==> config.mk <==
export PLATFORM = sky130hd
export DESIGN_NAME = whack_scorer
export DESIGN_NICKNAME = d
export VERILOG_FILES = /design/src/rtl/whack_scorer.sv
export SDC_FILE = /design/constraint.sdc
export NUM_CORES = 1
export LEC_CHECK = 0
export ABC_CLOCK_PERIOD_IN_PS = 4400
export BUFFER_PORTS_ARGS = -buffer_cell sky130_fd_sc_hd__buf_2
export CAP_MARGIN = 20
export CELL_PAD_IN_SITES_DETAIL_PLACEMENT = 1
export CELL_PAD_IN_SITES_GLOBAL_PLACEMENT = 1
export CORE_MARGIN = 10
export CORE_UTILIZATION = 25
export CTS_CLUSTER_DIAMETER = 50
export DETAILED_ROUTE_END_ITERATION = 10
export HOLD_SLACK_MARGIN = 0.15
export PLACE_DENSITY = 0.55
export SLEW_MARGIN = 20
export SYNTH_ARGS = -nofsm -noshare
export SYNTH_HDL_FRONTEND = slang
export SYNTH_SLANG_ARGS = --single-unit
==> constraint.sdc <==
create_clock -name clk -period 4.4 [get_ports clk]
set_clock_uncertainty 0.05 [all_clocks]
set_input_delay 0.88 -clock clk [delete_from_list [all_inputs] [get_ports clk]]
set_output_delay 0.88 -clock clk [all_outputs]
set_load 0.01 [all_outputs]
==> src/rtl/whack_scorer.sv <==
// Whack-a-mole input stage: switch sync/debounce, hit/miss classification and BCD score.
// Optional macro WHACK_MISS_PENALTY_EN makes misses subtract from the score.
module whack_scorer #(
  parameter int unsigned NUM_HOLES = 8,
  parameter int unsigned DEB_TICKS = 16,
  parameter int unsigned PEND_W    = 4
) (
  input  logic                 clk,
  input  logic                 rst,
  input  logic                 i_tick,
  input  logic                 i_game_en,
  input  logic [NUM_HOLES-1:0] i_sw,
  input  logic [NUM_HOLES-1:0] i_moles,
  output logic [NUM_HOLES-1:0] o_hit_clr,
  output logic                 o_hit_pulse,
  output logic                 o_miss_pulse,
  output logic [15:0]          o_score_bcd,
  output logic                 o_score_sat
);

  localparam int unsigned CNT_W = (DEB_TICKS > 1) ? $clog2(DEB_TICKS) : 1;
  localparam int unsigned POP_W = $clog2(NUM_HOLES + 1);
  localparam int unsigned SUM_W = PEND_W + POP_W;
  localparam logic [CNT_W-1:0]  CNT_LAST  = CNT_W'(DEB_TICKS - 1);
  localparam logic [SUM_W-1:0]  PEND_MAX  = SUM_W'((1 << PEND_W) - 1);
  localparam logic [15:0]       SCORE_MAX = 16'h9999;

  typedef enum logic {S_IDLE = 1'b0, S_ADJ = 1'b1} state_t;

  function automatic logic [POP_W-1:0] popcount(input logic [NUM_HOLES-1:0] v);
    logic [POP_W-1:0] n;
    n = '0;
    for (int unsigned i = 0; i < NUM_HOLES; i++) n = n + POP_W'(v[i]);
    return n;
  endfunction

  // Pending counter update: remove the unit being stepped, add new arrivals, saturate.
  function automatic logic [PEND_W-1:0] pend_next(input logic [PEND_W-1:0] cur,
                                                  input logic dec,
                                                  input logic [POP_W-1:0] inc);
    logic [SUM_W-1:0] s;
    s = SUM_W'(cur) + SUM_W'(inc) - SUM_W'(dec);
    return (s > PEND_MAX) ? PEND_MAX[PEND_W-1:0] : s[PEND_W-1:0];
  endfunction

  function automatic logic [15:0] bcd_inc(input logic [15:0] s);
    logic [15:0] r;
    logic        c;
    r = s;
    c = (s != SCORE_MAX);
    for (int unsigned i = 0; i < 4; i++) begin
      if (c) begin
        if (r[4*i +: 4] == 4'd9) r[4*i +: 4] = 4'd0;
        else begin
          r[4*i +: 4] = 4'(r[4*i +: 4] + 4'd1);
          c = 1'b0;
        end
      end
    end
    return r;
  endfunction

  function automatic logic [15:0] bcd_dec(input logic [15:0] s);
    logic [15:0] r;
    logic        b;
    r = s;
    b = (s != 16'h0000);
    for (int unsigned i = 0; i < 4; i++) begin
      if (b) begin
        if (r[4*i +: 4] == 4'd0) r[4*i +: 4] = 4'd9;
        else begin
          r[4*i +: 4] = 4'(r[4*i +: 4] - 4'd1);
          b = 1'b0;
        end
      end
    end
    return r;
  endfunction

  logic [NUM_HOLES-1:0] r_sw_m, r_sw_s, r_stable, r_tog;
  logic [CNT_W-1:0]     r_cnt [NUM_HOLES];
  logic                 r_primed, r_en_prev;
  logic [NUM_HOLES-1:0] r_hit_clr;
  logic                 r_hit_pulse, r_miss_pulse;
  logic [PEND_W-1:0]    r_pend_add, r_pend_sub;
  logic [15:0]          r_score;
  logic                 r_sat;
  state_t               r_state;

  logic [NUM_HOLES-1:0] w_hit, w_miss;
  logic                 w_new_game, w_step_add, w_step_sub;
  logic [PEND_W-1:0]    w_add_nxt, w_sub_nxt;
  logic [15:0]          w_score_nxt;

  // Synchroniser keeps running through reset so levels are settled when priming samples them.
  always_ff @(posedge clk) begin
    r_sw_m <= i_sw;
    r_sw_s <= r_sw_m;
  end

  // Per-bit debounce; the first tick after reset adopts the current levels silently.
  always_ff @(posedge clk) begin
    if (rst) begin
      r_stable <= '0;
      r_tog    <= '0;
      r_primed <= 1'b0;
      for (int unsigned i = 0; i < NUM_HOLES; i++) r_cnt[i] <= '0;
    end else begin
      r_tog <= '0;
      if (i_tick) begin
        if (!r_primed) begin
          r_primed <= 1'b1;
          r_stable <= r_sw_s;
          for (int unsigned i = 0; i < NUM_HOLES; i++) r_cnt[i] <= '0;
        end else begin
          for (int unsigned i = 0; i < NUM_HOLES; i++) begin
            if (r_sw_s[i] != r_stable[i]) begin
              if (r_cnt[i] == CNT_LAST) begin
                r_stable[i] <= r_sw_s[i];
                r_cnt[i]    <= '0;
                r_tog[i]    <= 1'b1;
              end else begin
                r_cnt[i] <= CNT_W'(r_cnt[i] + 1'b1);
              end
            end else begin
              r_cnt[i] <= '0;
            end
          end
        end
      end
    end
  end

  assign w_hit      = i_game_en ? (r_tog & i_moles)  : '0;
  assign w_miss     = i_game_en ? (r_tog & ~i_moles) : '0;
  assign w_new_game = i_game_en & ~r_en_prev;

  // Registered event outputs.
  always_ff @(posedge clk) begin
    if (rst) begin
      r_hit_clr    <= '0;
      r_hit_pulse  <= 1'b0;
      r_miss_pulse <= 1'b0;
      r_en_prev    <= 1'b0;
    end else begin
      r_hit_clr    <= w_hit;
      r_hit_pulse  <= |w_hit;
      r_miss_pulse <= |w_miss;
      r_en_prev    <= i_game_en;
    end
  end

  assign w_step_add  = (r_state == S_ADJ) && (r_pend_add != '0);
  assign w_step_sub  = (r_state == S_ADJ) && (r_pend_add == '0) && (r_pend_sub != '0);
  assign w_add_nxt   = pend_next(r_pend_add, w_step_add, popcount(w_hit));
`ifdef WHACK_MISS_PENALTY_EN
  assign w_sub_nxt   = pend_next(r_pend_sub, w_step_sub, popcount(w_miss));
`else
  assign w_sub_nxt   = '0;
`endif
  assign w_score_nxt = w_step_add ? bcd_inc(r_score) :
                       w_step_sub ? bcd_dec(r_score) : r_score;

  // Score FSM: drains pending adds first, then pending subtracts, one BCD step per cycle.
  always_ff @(posedge clk) begin
    if (rst || w_new_game) begin
      r_state    <= S_IDLE;
      r_score    <= '0;
      r_sat      <= 1'b0;
      r_pend_add <= '0;
      r_pend_sub <= '0;
    end else begin
      r_pend_add <= w_add_nxt;
      r_pend_sub <= w_sub_nxt;
      r_score    <= w_score_nxt;
      r_sat      <= (w_score_nxt == SCORE_MAX);
      case (r_state)
        S_IDLE:  if (r_pend_add != '0 || r_pend_sub != '0) r_state <= S_ADJ;
        S_ADJ:   if (w_add_nxt == '0 && w_sub_nxt == '0) r_state <= S_IDLE;
        default: r_state <= S_IDLE;
      endcase
    end
  end

  assign o_hit_clr    = r_hit_clr;
  assign o_hit_pulse  = r_hit_pulse;
  assign o_miss_pulse = r_miss_pulse;
  assign o_score_bcd  = r_score;
  assign o_score_sat  = r_sat;

endmodule

==> qor.csv, run 1 <==
stage,metric,value,unit
cells_and_area,synthesis-to-finish area growth,20.14,%
detailed_routing,Routed WL,11.05,mm
synthesis,syn_area_per_cell,10.07,um2
detailed_routing,top routing layer in use,met4,
timing,RSZ-0062 raised after global routing,yes,
cells_and_area,# nets final,545,
detailed_routing,Initial DRT Pass Iterations,4,
floorplanning,I/O Pins,47,
cts,H-tree Lvls,3,
detailed_routing,DRC viols,0,
timing,Max Slew Vio Count,0,
cts,worst-case clock buffer depth,2,
synthesis,async set-or-reset flop fraction in the synthesized netlist,0,%
cts,CTS tree,done,
setup_path,crit path kind,input pin to flop,
power_and_ir_drop,Lkg Pwr,2.177,nW
cts,Worst-path clk slew,0.07,ns
timing,Worst Hold Slack,0.2790,ns
floorplanning,Initial Utilization,25.69,%
cells_and_area,"most common cell after layout, fill and taps aside",nor2_1,
setup_path,Arrival @ worst endpoint,4.51,ns
synthesis,multiplexer share of the synthesized area,2.229,%
setup_path,worst path required time,4.55,ns
setup_path,r2r endpoint,r_pend_add[2],
timing,post-layout minimum cycle time,4.362,ns
synthesis,Synth Cell Area,4491,um2
setup_path,cells on worst reg2reg path,15,
timing,Slew Limit Headroom,50.19,%
global_route,first-pass GRT wire length,18.41,mm
synthesis,library cells used by synthesis,53,
synthesis,simple-gate share of the synthesized area,22.29,%
detailed_routing,met2 wire len,5.480,mm
cts,Root Driver,clkbuf_16,
cells_and_area,Finished Cell Area,5395,um2
power_and_ir_drop,PwrDens,402.7,nW/um2
place,post-DP HPWL,8.232,mm
cts,CTS Sinks,98,
detailed_routing,DRT met1 WL,4.891,mm
synthesis,XOR/XNOR Fraction of Synth Area,6.046,%
global_route,grt ovf,0,
cells_and_area,ratio of cells with drive above 1 in the final layout,19.96,%
floorplanning,die area,23720,um2
global_route,number of global-route vias before repair,3583,
global_route,gr usage total,9.502,%
synthesis,Post-synth EDFFs,32,
timing,Setup WS post-layout,0.03831,ns
synthesis,number of synthesized register bits,98,
cells_and_area,area of the multi-input gates,2085,um2
timing,"Setup violations, final",0,
synthesis,Synth Area in Adders,7.690,%
run,Max Cap Viol,0,
synthesis,Synth warnings,0,
cells_and_area,diode count,0,
synthesis,compound-cell area share of the yosys netlist,7.077,%
worst_hold_path,Hold Crit Class,flop to flop,
detailed_routing,drt wl/cell,15.11,um
place,pre-CTS setup slack,-0.3287,ns
place,# port buffers,46,
cells_and_area,register area,2282,um2
floorplanning,core area,17480,um2
setup_path,Setup crit start kind,input pin,
worst_hold_path,hold path start,r_sw_m[5],
global_route,largest net degree at the start of global routing,30,
power_and_ir_drop,worst vdd ir,0.0002232,V
setup_path,critical path endpoint category,flop,
run_status,status,finished clean,
setup_path,reg2reg setup slack,0.14,ns
detailed_routing,DR WL met3,539,um
synthesis,syn nets,490,
global_route,initial antenna violation count,0,
floorplanning,num rows,48,
worst_hold_path,hold endpoint,r_sw_s[5],
detailed_routing,via count,3315,
place,Placer Congestion,0.7808,
detailed_routing,drt initial violations,125,
cells_and_area,fillers,2005,
setup_path,crit path max fanout,5,
worst_hold_path,hold-critical path depth,0,
floorplanning,Chip Width,154.0,um
timing,Fmax,229.3,MHz
cts,worst-skew pair later-pin latency,0.35,ns
synthesis,Post-Syn Instances,446,
timing,worst-margin pin slew,0.7471,ns
detailed_routing,DR vias/cell,4.535,
timing,Final Hold Vio Count,0,
synthesis,ys flop type,dfxtp_1,
setup_path,worst r2r src,r_pend_add[2],
timing,period utilization,99.13,%
synthesis,largest family of logic cells by synthesized area,simple AND/OR/NAND/NOR gates,
floorplanning,chip height,154.0,um
place,Area after DPL,5034,um2
synthesis,sequential-to-total area share from yosys stat,50.82,%
cts,CTS Buf Count,9,
detailed_routing,post-route ant nets,0,
cells_and_area,"commonest non-fill, non-tap cells in the layout","nor2_1 (68), dfxtp_1 (66), buf_2 (45), nand2_1 (36)",
cts,hold buffers post-CTS,0,
==> how the worst max path moves through the flow <==
| stage | from | slack, ns | endpoint |
|---|---|---|---|
| 2_1_floorplan | i_game_en | -0.07 | r_state |
| 3_3_place_gp | i_game_en | -0.18 | r_pend_add[2] |
| 3_5_place_dp | i_game_en | -0.33 | r_pend_add[2] |
| 4_1_cts | r_pend_add[2] | 0.003 | r_pend_add[2] |
| 5_1_grt | i_moles[2] | -0.15 | r_pend_add[2] |
| 6_report | i_moles[2] | 0.04 | r_pend_add[2] |
==> logic make-up (layout without fill, tap and decap cells) <==
kind of cell,after synthesis,in the layout
simple gates,190,190
compound gates,48,48
flops,98,98
buf+inv,45,105
fa+ha+maj,24,24
mux,10,10
xor+xnor,31,31
==> worst max-delay path: stages <==
cell       delay (ns)
buf_8            0.10
and3_4           0.18
fa_1             0.55
inv_2            0.04
fa_1             0.46
fa_1             0.50
inv_1            0.06
fa_2             0.36
fa_2             0.39
a21o_1           0.23
a2111oi_4        0.36
a31oi_1          0.07
o211ai_1         0.21
a21oi_1          0.12
==> sequential cells by signal (all words and copies together), names as in the netlist <==
name,flops
o_hit_clr,8
o_hit_pulse,1
o_miss_pulse,1
o_score_bcd,16
o_score_sat,1
r_cnt,32
r_en_prev,1
r_pend_add,4
r_primed,1
r_stable,8
r_state,1
r_sw_m,8
r_sw_s,8
r_tog,8
==> where the power goes <==
| part | switching, W | internal, W |
|---|---|---|
| Sequential | 0.0000330 | 0.000974 |
| Clock | 0.000350 | 0.000461 |
| Combinational | 0.000201 | 0.000154 |
| Total | 0.000584 | 0.00159 |
==> layer usage <==
layer	track usage, %	vias to the layer above
met1	11.35	1608
met2	15.89	57
met3	2.929	9
met5	0	-
li1	-	1641
met4	2.969	0
==> cell usage after synthesis (all sizes together) (3+ instances only) <==
| cell | count | area, um2 |
|---|---|---|
| o22ai | 5 | 31.28 |
| a41oi | 3 | 26.28 |
| nor2b | 9 | 56.30 |
| buf | 4 | 18.76 |
| or2 | 8 | 50.05 |
| nand2 | 37 | 141.4 |
| xnor2 | 12 | 105.1 |
| a211oi | 3 | 22.52 |
| mux2i | 10 | 100.1 |
| and3 | 6 | 37.54 |
| a21o | 4 | 31.28 |
| clkbuf | 9 | 33.78 |
| inv | 32 | 120.1 |
| nor2 | 68 | 255.2 |
| a21oi | 15 | 75.07 |
| edfxtp | 32 | 960.9 |
| xor2 | 19 | 166.4 |
| dfxtp | 66 | 1321 |
| ha | 18 | 225.2 |
| nand4 | 4 | 40.04 |
| fa | 6 | 120.1 |
| o21ai | 6 | 30.03 |
| nor3 | 5 | 25.02 |
| nand3 | 32 | 160.2 |
| nor3b | 4 | 46.29 |
| nor4 | 6 | 65.06 |
==> stage by stage <==
| stage | util [%] | instances | power [W] | setup TNS, ns |
|---|---|---|---|---|
| global placement | 28.80 | 713 | 0.001345 | -0.8483 |
| detailed placement | 28.80 | 713 | 0.001359 | -1.545 |
| finish | 30.87 | 731 | 0.002173 | 0 |
| CTS | 30.55 | 729 | 0.002192 | 0 |
| floorplan | - | 446 | 0.001260 | -0.2914 |
| global route | 30.87 | 731 | 0.002292 | -0.6980 |
==> layout make-up <==
cell class | instances | share of cell area [%]
Sequential cell | 98 | 42.30
Clock buffer | 11 | 4.499
Tap cell | 225 | 5.218
Clock inverter | 5 | 1.136
Inverter | 32 | 2.226
Multi-Input combinational cell | 303 | 38.64
Timing Repair Buffer | 57 | 5.983
==> timing repair <==
item | CTS | global route
endpoints found under the setup margin | 1 | 5
pin swaps | 1 | 7
gates resized for setup | 1 | 10
buffers inserted | 0 | 2
Power figures use the tool's default switching activity.
==> inputs of run 2 (changes only) <==
BUFFER_PORTS_ARGS = -buffer_cell sky130_fd_sc_hd__clkbuf_2   (was -buffer_cell sky130_fd_sc_hd__buf_2)
==> run 2 against run 1 <==
Compared with the run above: register-to-register slack improved by 0.07 ns; critical path depth unchanged; first-iteration DRC count fell by 46%; clock power rose by 13%; die area stayed put; fmax grew 2.2%; critical path type unchanged; critical endpoint is now r_pend_add[1]; largest cell class unchanged.
==> qor.csv, run 2 (synthesis gave the netlist of run 1 again) <==
stage,metric,value,unit
run_status,status,finished clean,
floorplanning,core area,17480,um2
detailed_routing,DR vias/cell,4.548,
timing,setup TNS,0,ns
floorplanning,I/O Pins,47,
global_route,grt ovf,0,
cts,H-tree Lvls,3,
global_route,M2 GR Usage,16.59,%
worst_hold_path,Hold Crit Class,flop to flop,
cts,Root Driver,clkbuf_16,
cts,worst-case clock buffer depth,2,
global_route,gr usage total,9.447,%
cells_and_area,# nets final,546,
worst_hold_path,hold-critical path depth,0,
place,post-DP HPWL,8.267,mm
timing,"Setup violations, final",0,
setup_path,critical path endpoint category,flop,
floorplanning,die area,23720,um2
global_route,largest net degree at the start of global routing,30,
timing,Fmax,234.2,MHz
global_route,number of global-route vias before repair,3631,
setup_path,worst r2r src,r_pend_add[2],
cells_and_area,"most common cell after layout, fill and taps aside",nor2_1,
setup_path,max incr delay on CP,0.55,ns
floorplanning,chip height,154.0,um
place,# port buffers,46,
cells_and_area,fin cells,732,
cts,Worst-path clk slew,0.06,ns
power_and_ir_drop,Lkg Pwr,2.176,nW
cells_and_area,ratio of cells with drive above 1 in the final layout,20.12,%
power_and_ir_drop,worst vdd ir,0.0002106,V
setup_path,"most used cell, CP",fa_1,
setup_path,CP top delay family,adder cells,
cells_and_area,max FFs per register,32,
cts,CTS Sinks,98,
global_route,"Most Used Layer, Global Route",met2,
worst_hold_path,hold path start,r_sw_m[5],
setup_path,CP cell instances,"buf_8, and3_4, fa_1, inv_2, fa_1, fa_1, inv_2, fa_2, fa_2, a21o_1, a2111oi_2, a31oi_1, o211ai_1, a21oi_1",
setup_path,Setup crit start kind,input pin,
setup_path,worst path required time,4.55,ns
global_route,met1 Usage GRT,10.61,%
place,Placer Congestion,0.7496,
floorplanning,Chip Width,154.0,um
setup_path,critical path depth in cells,14,
setup_path,Arrival @ worst endpoint,4.42,ns
cells_and_area,fillers,2001,
detailed_routing,via count,3329,
floorplanning,num rows,48,
cells_and_area,register with the most flip-flops,r_cnt,
cells_and_area,diode count,0,
timing,Final Hold Vio Count,0,
worst_hold_path,hold endpoint,r_sw_s[5],
cts,CTS Buf Count,9,
run,Max Cap Viol,0,
timing,period utilization,97.04,%
place,Inst Count DP,715,
timing,Slew Limit Headroom,49.30,%
detailed_routing,drt initial violations,67,
timing,Max Slew Vio Count,0,
cts,worst-skew pair later-pin latency,0.35,ns
global_route,met3 usage,2.929,%
global_route,initial antenna violation count,0,
power_and_ir_drop,PwrDens,415.2,nW/um2
cts,hold buffers post-CTS,0,
setup_path,crit path kind,input pin to flop,
detailed_routing,DRC viols,0,
cells_and_area,synthesis-to-finish area growth,21.09,%
setup_path,cells on worst reg2reg path,15,
timing,post-layout minimum cycle time,4.270,ns
floorplanning,Initial Utilization,25.69,%
detailed_routing,post-route ant nets,0,
detailed_routing,Routed WL,10.92,mm
detailed_routing,drt wl/cell,14.92,um
detailed_routing,Initial DRT Pass Iterations,4,
cells_and_area,final core utilization,31.11,%
setup_path,crit path max-delay cell type,fa_1,
cells_and_area,"commonest non-fill, non-tap cells in the layout","nor2_1 (68), dfxtp_1 (66), clkbuf_2 (44), nand2_1 (36)",
setup_path,reg2reg setup slack,0.21,ns
setup_path,r2r endpoint,r_pend_add[1],
cts,CTS tree,done,
place,pre-CTS setup slack,-0.2935,ns
timing,worst-margin pin slew,0.7605,ns
global_route,first-pass GRT wire length,18.25,mm
setup_path,crit path max fanout,5,
setup_path,Buf/Inv on CP,3,
timing,RSZ-0062 raised after global routing,yes,
timing,Setup WS post-layout,0.1304,ns
run 2: cell types whose count changed in the layout (fill, tap and decap cells not counted), sizes merged:
cell    before  now
clkbuf      11   53
clkinv       2    1
bufinv       1    3
inv         34   35
buf         57   14
run 2: worst max-delay path by stage:
stage	from	slack [ns]	to
global route	i_moles[2]	0.002	r_pend_add[1]
floorplan	i_game_en	-0.07	r_state
CTS	r_pend_add[2]	0.003	r_pend_add[3]
detailed placement	i_game_en	-0.29	r_pend_add[3]
finish	i_moles[2]	0.13	r_pend_add[1]
global placement	i_moles[2]	-0.18	r_pend_add[2]
run 2: routing by layer:
layer | part of all wire, % | vias up
met5 | 0 | -
met4 | 1.3 | 0
met3 | 4.4 | 8
met2 | 51 | 52
met1 | 44 | 1628
li1 | - | 1641
run 2: repair_timing:
item	in CTS	in global routing
gates resized for setup	0	14
buffers inserted	0	1
setup endpoints to repair	0	5
run 2: where the power goes:
| part | switching, W | internal (W) |
|---|---|---|
| clock | 0.000354 | 0.000560 |
| sequential | 0.0000362 | 0.000974 |
| combinational | 0.000190 | 0.000144 |
run 2: stage by stage:
stage	total power (W)	area [um2]	hold WS, ns
after global routing	0.002377	5438	0.2841
after global placement	0.001343	5049	0.2614
final	0.002257	5438	0.2780
after detailed placement	0.001358	5049	0.2638
after floorplan	0.001260	4517	0.2596
after CTS	0.002287	5394	0.2805
run 2: area by class of cell:
type | instances | area [um2] | area share (%)
Multi-Input combinational cell | 303 | 2072 | 38.10
Clock buffer | 9 | 225.2 | 4.142
Sequential cell | 98 | 2282 | 41.97
Clock inverter | 7 | 120.1 | 2.209
Tap cell | 225 | 281.5 | 5.177
Inverter | 32 | 120.1 | 2.209
Timing Repair Buffer | 58 | 336.6 | 6.190
==> inputs of run 3 (changes only) <==
ABC_CLOCK_PERIOD_IN_PS = 4570   (was 4400)
CORE_UTILIZATION = 30   (was 25)
PLACE_DENSITY = 0.61   (was 0.55)
clock period = 4.57 ns   (was 4.4 ns; I/O delays follow)
==> run 3 against run 2 <==
Compared with the run above: final cell count shrank 5.9%; worst hold slack about the same; register-to-register slack better by 0.09 ns; die area is 15% lower; highest routed layer unchanged.
==> qor.csv, run 3 (synthesis gave the netlist of run 1 again) <==
stage,metric,value,unit
cells_and_area,max FFs per register,32,
cells_and_area,area of the multi-input gates,2057,um2
setup_path,Setup crit start kind,input pin,
setup_path,CP cell instances,"clkbuf_2, and3_4, fa_1, inv_1, fa_1, fa_1, inv_1, fa_2, fa_2, a21o_1, a2111oi_2, a31oi_1, o211ai_1, a31oi_1",
floorplanning,die area,20260,um2
place,Inst Count DP,673,
setup_path,max incr delay on CP,0.53,ns
cells_and_area,Finished Cell Area,5290,um2
timing,Final Hold Vio Count,0,
cells_and_area,"most common cell after layout, fill and taps aside",nor2_1,
floorplanning,Initial Utilization,30.78,%
cells_and_area,final core utilization,36.26,%
detailed_routing,Initial DRT Pass Iterations,4,
cells_and_area,synthesis-to-finish area growth,17.80,%
timing,Setup WS post-layout,0.2054,ns
global_route,initial antenna violation count,0,
setup_path,CP top delay family,adder cells,
setup_path,crit path kind,input pin to flop,
timing,RSZ-0062 raised after global routing,no,
cells_and_area,register area,2282,um2
place,pre-CTS setup slack,-0.1632,ns
place,Area after DPL,4990,um2
timing,post-layout minimum cycle time,4.365,ns
detailed_routing,via count,3333,
cells_and_area,# nets final,544,
global_route,grt ovf,0,
detailed_routing,drt initial violations,101,
place,post-DP HPWL,7.975,mm
cells_and_area,ratio of cells with drive above 1 in the final layout,18.81,%
cts,H-tree Lvls,3,
floorplanning,chip height,142.3,um
cells_and_area,fin cells,689,
timing,Fmax,229.1,MHz
detailed_routing,drt wl/cell,15.17,um
run_status,status,finished clean,
power_and_ir_drop,total power,0.002048,W
setup_path,critical path endpoint category,flop,
cells_and_area,diode count,0,
cells_and_area,register with the most flip-flops,r_cnt,
cts,Root Driver,clkbuf_16,
place,Placer Congestion,0.8055,
setup_path,"most used cell, CP",fa_1,
detailed_routing,DRC viols,0,
setup_path,worst path required time,4.74,ns
timing,Slew Limit Headroom,52.48,%
setup_path,reg2reg setup slack,0.30,ns
cts,worst-skew pair later-pin latency,0.36,ns
floorplanning,core area,14590,um2
cells_and_area,"commonest non-fill, non-tap cells in the layout","nor2_1 (68), dfxtp_1 (66), clkbuf_2 (46), nand2_1 (36)",
setup_path,Arrival @ worst endpoint,4.54,ns
timing,worst-margin pin slew,0.7128,ns
floorplanning,Chip Width,142.3,um
timing,Max Slew Vio Count,0,
cts,CTS tree,done,
cts,CTS Sinks,98,
cells_and_area,fillers,1660,
power_and_ir_drop,worst vdd ir,0.0002624,V
global_route,first-pass GRT wire length,17.70,mm
detailed_routing,Routed WL,10.45,mm
timing,period utilization,95.50,%
cts,CTS Buf Count,9,
setup_path,Buf/Inv on CP,3,
detailed_routing,post-route ant nets,0,
floorplanning,I/O Pins,47,
setup_path,crit path max-delay cell type,fa_1,
floorplanning,num rows,44,
power_and_ir_drop,PwrDens,387.1,nW/um2
global_route,largest net degree at the start of global routing,30,
setup_path,crit path max fanout,6,
worst_hold_path,Hold Crit Class,flop to flop,
run,Max Cap Viol,0,
detailed_routing,DR vias/cell,4.837,
global_route,number of global-route vias before repair,3603,
timing,"Setup violations, final",0,
power_and_ir_drop,Lkg Pwr,2.130,nW
global_route,gr usage total,10.90,%
cts,worst-case clock buffer depth,2,
cts,Worst-path clk slew,0.07,ns
place,# port buffers,46,
==> run 3: worst register-to-register path, cell delays in order, from the launching register on <==
cell       delay [ns]
dfxtp_1          0.30
inv_1            0.07
ha_2             0.19
or3b_1           0.37
and2_4           0.19
ha_1             0.28
fa_1             0.47
fa_1             0.50
inv_1            0.05
fa_2             0.35
fa_2             0.35
a21o_1           0.20
a2111oi_2        0.36
a31oi_1          0.07
o211ai_1         0.20
a31oi_1          0.14
==> run 3: per-layer routing <==
metal  GRT usage, %  vias up  routed length [um]
met5              0        -                   0
met4          4.313        0                 166
met3          3.805       13                 578
met2          17.42       64                5000
met1          13.15     1610                4705
li1               -     1646                   -
==> run 3: final timing paths <==
check	cells after the start	from	endpoint
worst max-delay path	14	i_game_en	r_state
worst min-delay path	0	r_sw_m[1]	r_sw_s[1]
worst max register to register	15	r_pend_add[2]	r_state
worst min register to register	0	r_sw_m[1]	r_sw_s[1]
==> run 3: cell type report <==
cell class              instances  area share, %
clock buffers                  11          4.399
clock inverters                 5          1.183
inverters                      32          2.271
multi-input cells             303          38.88
flip-flops and latches         98          43.14
well taps                     184          4.352
repair buffers                 56          5.771
==> run 3: stage by stage <==
step	hold WS, ns	setup TNS (ns)
after floorplan	0.2596	0
after global placement	0.2638	-0.4271
after detailed placement	0.2635	-0.7881
after CTS	0.2787	0
after global routing	0.2867	0
final	0.2779	0
==> run 3: timing repair <==
action	4_1_cts	5_1_grt
gates resized for setup	0	3
setup endpoints to repair	0	5
setup buffers	0	0
hold buffers	0	0
==> run 3: power breakdown <==
group,switching (W),internal (W)
combinational,0.000179,0.000132
sequential,0.0000326,0.000938
clock,0.000338,0.000429
